## config.mk

```make
export PLATFORM = sky130hd
export DESIGN_NAME = pir_input_conditioner
export DESIGN_NICKNAME = d
export VERILOG_FILES = /design/src/rtl/pir_input_conditioner.sv
export SDC_FILE = /design/constraint.sdc
export NUM_CORES = 1
export LEC_CHECK = 0
export BUFFER_PORTS_ARGS = -buffer_cell sky130_fd_sc_hd__buf_2
export CAP_MARGIN = 20
export CORE_MARGIN = 8
export CORE_UTILIZATION = 55
export DETAILED_ROUTE_END_ITERATION = 10
export PLACE_DENSITY = 0.73
export SETUP_SLACK_MARGIN = 0.3
export SLEW_MARGIN = 20
export SYNTH_ARGS = -nofsm -noshare
export SYNTH_HDL_FRONTEND = slang
export SYNTH_SLANG_ARGS = --single-unit
```

## constraint.sdc

```tcl
create_clock -name clk -period 5.1 [get_ports clk]
set_clock_uncertainty 0.2 [all_clocks]
set_input_delay 1.02 -clock clk [delete_from_list [all_inputs] [get_ports clk]]
set_output_delay 1.02 -clock clk [all_outputs]
set_load 0.01 [all_outputs]
```

## src/rtl/pir_input_conditioner.sv

```systemverilog
// rtl/pir_input_conditioner.sv - PIR input synchroniser, debouncer and retrigger holdoff
//
// Purpose:
//   Front end for the PIR alarm core. Each raw PIR line is synchronised (2 flops),
//   debounced in both directions and followed by a fixed retrigger holdoff after
//   every release. The per-channel clean level and a one-cycle rising pulse are
//   registered outputs. turn=0 forces every channel back to IDLE.
//   Optional macro FAULT_DETECT_EN adds a stuck-high detector (FAULT state).
//
// Ports:
//   clk           in   system clock, rising edge
//   reset         in   synchronous, active-high
//   turn          in   system arm; 0 holds all channels idle
//   pir_raw       in   [N_SENSORS] asynchronous raw sensor lines
//   pir_sensor    out  [N_SENSORS] clean level, 1 while channel is ACTIVE
//   motion_pulse  out  [N_SENSORS] one-cycle pulse on entry to ACTIVE
//   motion_any    out  registered OR of pir_sensor (one cycle behind it)
//   fault         out  [N_SENSORS] sticky stuck-high flag (0 without FAULT_DETECT_EN)

module pir_input_conditioner #(
  parameter int N_SENSORS       = 3,
  parameter int DEBOUNCE_CYCLES = 16,
  parameter int HOLDOFF_CYCLES  = 64,
  parameter int STUCK_CYCLES    = 4096,
  parameter int CNT_W           = 13
) (
  input  logic                 clk,
  input  logic                 reset,
  input  logic                 turn,
  input  logic [N_SENSORS-1:0] pir_raw,
  output logic [N_SENSORS-1:0] pir_sensor,
  output logic [N_SENSORS-1:0] motion_pulse,
  output logic                 motion_any,
  output logic [N_SENSORS-1:0] fault
);

`ifdef FAULT_DETECT_EN
  typedef enum logic [1:0] {ST_IDLE = 2'd0, ST_ACTIVE = 2'd1, ST_HOLDOFF = 2'd2, ST_FAULT = 2'd3} state_t;
  localparam logic [CNT_W-1:0] STUCK_LAST = CNT_W'(STUCK_CYCLES - 1);
`else
  typedef enum logic [1:0] {ST_IDLE = 2'd0, ST_ACTIVE = 2'd1, ST_HOLDOFF = 2'd2} state_t;
`endif

  localparam logic [CNT_W-1:0] DEB_LAST  = CNT_W'(DEBOUNCE_CYCLES - 1);
  localparam logic [CNT_W-1:0] HOLD_LAST = CNT_W'(HOLDOFF_CYCLES - 1);

  if (DEBOUNCE_CYCLES < 2 || HOLDOFF_CYCLES < 1 || STUCK_CYCLES < 1 || CNT_W > 30 ||
      (DEBOUNCE_CYCLES - 1) >= (1 << CNT_W) || (HOLDOFF_CYCLES - 1) >= (1 << CNT_W) ||
      (STUCK_CYCLES - 1) >= (1 << CNT_W)) begin : g_bad_params
    $error("pir_input_conditioner: parameter out of range");
  end

  // Counters hold at all-ones instead of wrapping.
  function automatic logic [CNT_W-1:0] sat_inc(input logic [CNT_W-1:0] v);
    return (v == '1) ? v : v + 1'b1;
  endfunction

  logic [N_SENSORS-1:0] sync1_q, sync1_d, sync2_q, sync2_d;
  logic                 motion_any_q, motion_any_d;

  // The synchroniser is free-running; turn only gates the channel FSMs.
  always_comb begin
    sync1_d      = pir_raw;
    sync2_d      = sync1_q;
    motion_any_d = |pir_sensor;
  end

  always_ff @(posedge clk) begin
    if (reset) begin
      sync1_q      <= '0;
      sync2_q      <= '0;
      motion_any_q <= 1'b0;
    end else begin
      sync1_q      <= sync1_d;
      sync2_q      <= sync2_d;
      motion_any_q <= motion_any_d;
    end
  end

  assign motion_any = motion_any_q;

  for (genvar i = 0; i < N_SENSORS; i++) begin : g_ch
    state_t           state_q, state_d;
    logic [CNT_W-1:0] cnt_q, cnt_d;
    logic             sensor_q, sensor_d;
    logic             pulse_q, pulse_d;
    logic             s;
`ifdef FAULT_DETECT_EN
    logic [CNT_W-1:0] stk_q, stk_d;
    logic             fault_q, fault_d;
`endif

    assign s = sync2_q[i];

    always_comb begin
      state_d = state_q;
      cnt_d   = cnt_q;
`ifdef FAULT_DETECT_EN
      stk_d   = stk_q;
`endif
      case (state_q)
        ST_IDLE: begin
          if (!s)                   cnt_d = '0;
          else if (cnt_q == DEB_LAST) begin
            state_d = ST_ACTIVE;
            cnt_d   = '0;
          end else                  cnt_d = sat_inc(cnt_q);
        end
        ST_ACTIVE: begin
          // cnt tracks the low run (release debounce); stk tracks the high run.
          if (s)                    cnt_d = '0;
          else if (cnt_q == DEB_LAST) begin
            state_d = ST_HOLDOFF;
            cnt_d   = '0;
          end else                  cnt_d = sat_inc(cnt_q);
`ifdef FAULT_DETECT_EN
          if (!s)                   stk_d = '0;
          else if (stk_q == STUCK_LAST) begin
            state_d = ST_FAULT;
            cnt_d   = '0;
          end else                  stk_d = sat_inc(stk_q);
`endif
        end
        ST_HOLDOFF: begin
          if (cnt_q == HOLD_LAST) begin
            state_d = ST_IDLE;
            cnt_d   = '0;
          end else                  cnt_d = sat_inc(cnt_q);
        end
`ifdef FAULT_DETECT_EN
        ST_FAULT: begin
          // Release from a stuck line skips the debounce and goes straight to holdoff.
          if (!s) begin
            state_d = ST_HOLDOFF;
            cnt_d   = '0;
          end
        end
`endif
        default: begin
          state_d = ST_IDLE;
          cnt_d   = '0;
        end
      endcase

      if (!turn) begin
        state_d = ST_IDLE;
        cnt_d   = '0;
      end

`ifdef FAULT_DETECT_EN
      // Every entry into ACTIVE starts a fresh stuck run.
      if (state_d != ST_ACTIVE) stk_d = '0;
      fault_d = turn && (fault_q || (state_d == ST_FAULT));
`endif
      // Outputs decode the next state so they change on the same edge as the FSM.
      sensor_d = (state_d == ST_ACTIVE);
      pulse_d  = (state_d == ST_ACTIVE) && (state_q != ST_ACTIVE);
    end

    always_ff @(posedge clk) begin
      if (reset) begin
        state_q  <= ST_IDLE;
        cnt_q    <= '0;
        sensor_q <= 1'b0;
        pulse_q  <= 1'b0;
`ifdef FAULT_DETECT_EN
        stk_q    <= '0;
        fault_q  <= 1'b0;
`endif
      end else begin
        state_q  <= state_d;
        cnt_q    <= cnt_d;
        sensor_q <= sensor_d;
        pulse_q  <= pulse_d;
`ifdef FAULT_DETECT_EN
        stk_q    <= stk_d;
        fault_q  <= fault_d;
`endif
      end
    end

    assign pir_sensor[i]   = sensor_q;
    assign motion_pulse[i] = pulse_q;
`ifdef FAULT_DETECT_EN
    assign fault[i]        = fault_q;
`else
    assign fault[i]        = 1'b0;
`endif
  end

endmodule

```

==> impl_metrics.yaml <==
power_and_ir_drop:
  ir_drop_mv: 0.222
  power-per-cell-area_nw_per_um2: 321
  switching_share_pct: 18.9
  p_comb_share_pct: 1.2
  power_leakage_nw: 1.06
  p_int_w: 0.000811
  p_switching_w: 0.000189
  seq_power_share_pct: 45.7
  p_clk_share_pct: 53.1
drt:
  antenna_left: 0
  vias_per_cell: 5.91
  dr.pass1.iters: 5
  drt_iter0_markers: 102
  drt_wl_total_mm: 5.39
  vias: 2294
  wire_per_inst_microns: 13.9
  drc: 0
finish:
  antenna_cells: 0
  seq_area_sq_um: 1160
  fillers: 466
  num-nets-final: 322
  fin_util_pct: 61.8
  syn2layout_area_growth_pct: 10.0
  drive_gt1_share_pct: 15.4
  multi_input_area_sq_um: 1540
worst_setup_path:
  endpoint_kind: "flop"
  start_kind: "primary input"
  crit_required_ns: 5.13
  path_class: "primary input to flop"
  critPathArrivalTime_ns: 2.55
  cp_max_fo: 13
timing:
  min_period_ns: 2.52
  slew_violations: 0
  maxSlewHeadroom_pct: 28.9
  finalSetupViolCount: 0
  post-route-period-util_pct: 49.4
  fin_tns_setup_ns: 0
  fmax_mhz: 397
  rsz0062_at_grt: "no"
  worstMarginPinSlew_ns: 1.06
  finalHoldViolCount: 0
run_status:
  status: "completed"
logic_synthesis:
  yosys_register_bits: 58
  avgSynthCellArea_sq_um: 9.26
  netlist-cell-type-count: 52
  ys_top_cells_by_area: "dfxtp_1 41%, nor2_1 4.1%, a21oi_1 3.0%"
  synth_commonest_cells: "58 x dfxtp_1, 31 x nor2_1, 17 x a21oi_1, 17 x nor3_1"
  synth_area_sq_um: 2830
  seq_area_frac_synth_pct: 41.0
  syn_inst: 306
  synth_flop_cell: "dfxtp_1"
  synth_edf_count: 0
  synth_top_area_share_pct: 41.0
  synthArstFlopShare_pct: 0
  synth_top_area_cell: "dfxtp_1"
  ys_warn_count: 0
  synth.most_common_cell: "dfxtp_1"
clock_tree:
  htreeDepth: 3
  cts_hold_buf: 0
  cts.clk_slew.worst_paths_ns: 0.07
  cts_tree: "built"
  root_buffer: "clkbuf_8"
  clkLatencyLatePin_ns: 0.33
  cts_buffers: 9
  clock_sinks: 58
  cts_buffer_depth: 2
  cts_setup_buffers: 0
  cts_resized: 0
placed_design:
  port_buffers: 12
  dp_hpwl_mm: 3.69
  gp_congestion: 0.794
grt:
  grt_pass1_vias: 2086
  grt_pass1_wl_mm: 9.45
  track_usage_pct: 15.5
  antenna_found_initial: 0
  gr-total-overflow: 0
  grt_max_degree: 14
floorplan:
  die_x_microns: 87.8
  die_h_microns: 87.8
  die_area_sq_um: 7710
  io_pins: 16
  rows: 26
  fp.coreArea_sq_um: 5040
  initial_utilization_pct: 56.2
run:
  cap_violations: 0
hold_path:
  hp-class: "flop to flop"
-- stage by stage --
stage | setup WS, ns | power [W] | instance area, sq um | instances | hold slack [ns]
after floorplan | 2.87 | 0.000477 | 2840 | 308 | 0.214
after global placement | 2.29 | 0.000479 | 2870 | 372 | 0.239
after detailed placement | 2.21 | 0.000479 | 2870 | 372 | 0.231
after CTS | 2.58 | 0.00101 | 3120 | 388 | 0.253
after global routing | 2.41 | 0.00104 | 3120 | 388 | 0.264
final | 2.58 | 0.00100 | 3120 | 388 | 0.249
-- registers in the layout (all words and copies together), names as in the netlist --
name / count
g_ch.cnt_q: 39
g_ch.pulse_q: 3
g_ch.sensor_q: 3
g_ch.state_q: 6
motion_any: 1
sync1_q: 3
sync2_q: 3
-- path summary, 6_finish.rpt --
| path | from | end | slack (ns) | depth (start not counted) |
|---|---|---|---|---|
| setup reg to reg | g_ch[2].cnt_q[0]$_SDFF_PP0_ | g_ch[2].cnt_q[9]$_SDFF_PP0_ | 2.68 | 5 |
| setup / recovery | reset | g_ch[1].cnt_q[10]$_SDFF_PP0_ | 2.58 | 5 |
| hold / removal | sync1_q[2]$_SDFF_PP0_ | sync2_q[2]$_SDFF_PP0_ | 0.25 | 1 |
| hold reg to reg | sync1_q[2]$_SDFF_PP0_ | sync2_q[2]$_SDFF_PP0_ | 0.25 | 1 |
-- routing by layer --
layer | wire length [microns] | GRT usage [%] | share of wire [%]
met1 | 2440 | 18.5 | 45
met2 | 2700 | 24.4 | 50
met3 | 181 | 5.16 | 3.4
met4 | 65 | 7.03 | 1.2
met5 | 0 | 0 | 0
-- kinds of logic (layout without fill, tap and decap cells) --
group / after synthesis / count (layout) / synth area share [%]
buffers and inverters: 23 / 33 / 5.03
adders and majority gates: 3 / 3 / 1.32
and+or+nand+nor: 144 / 144 / 31.3
xor gates and xnor gates: 10 / 10 / 3.09
AOI/OAI and AO/OA: 61 / 61 / 16.0
other: 1 / 3 / 0.132
muxes: 6 / 6 / 2.12
DFF: 58 / 58 / 41.0
-- power groups by stage --
stage,Clock (W),Combinational (W),Sequential [W]
6_report,0.000531,0.0000117,0.000457
5_1_grt,0.000565,0.0000135,0.000457
4_1_cts,0.000542,0.0000118,0.000457
3_5_place_dp,0,0.0000118,0.000467
3_3_place_gp,0,0.0000115,0.000467
2_1_floorplan,0,0.0000101,0.000467
-- critical path: stages --
cell,delay [ns]
buf_2,0.14
nand2b_1,0.34
nor2_1,0.20
nand3_1,0.42
a221oi_1,0.42
-- final cells by class --
type | count | area share (%)
multi-input cells | 227 | 49.3
well taps | 70 | 2.81
repair buffers | 12 | 1.93
flip-flops and latches | 58 | 37.2
clock inverters | 4 | 3.13
clock buffers | 12 | 4.98
inverters | 5 | 0.602
-- placed cells by master, fill, tap and decap left out, types with 9 or more instances in the layout --
cell type   n
a22oi_1     9
buf_2      12
nor2_1     31
nand2_1    15
nand3_1    15
a21oi_1    17
dfxtp_1    58
nor3_1     17
clkbuf_8   11
(Power assumes the default switching activity.)
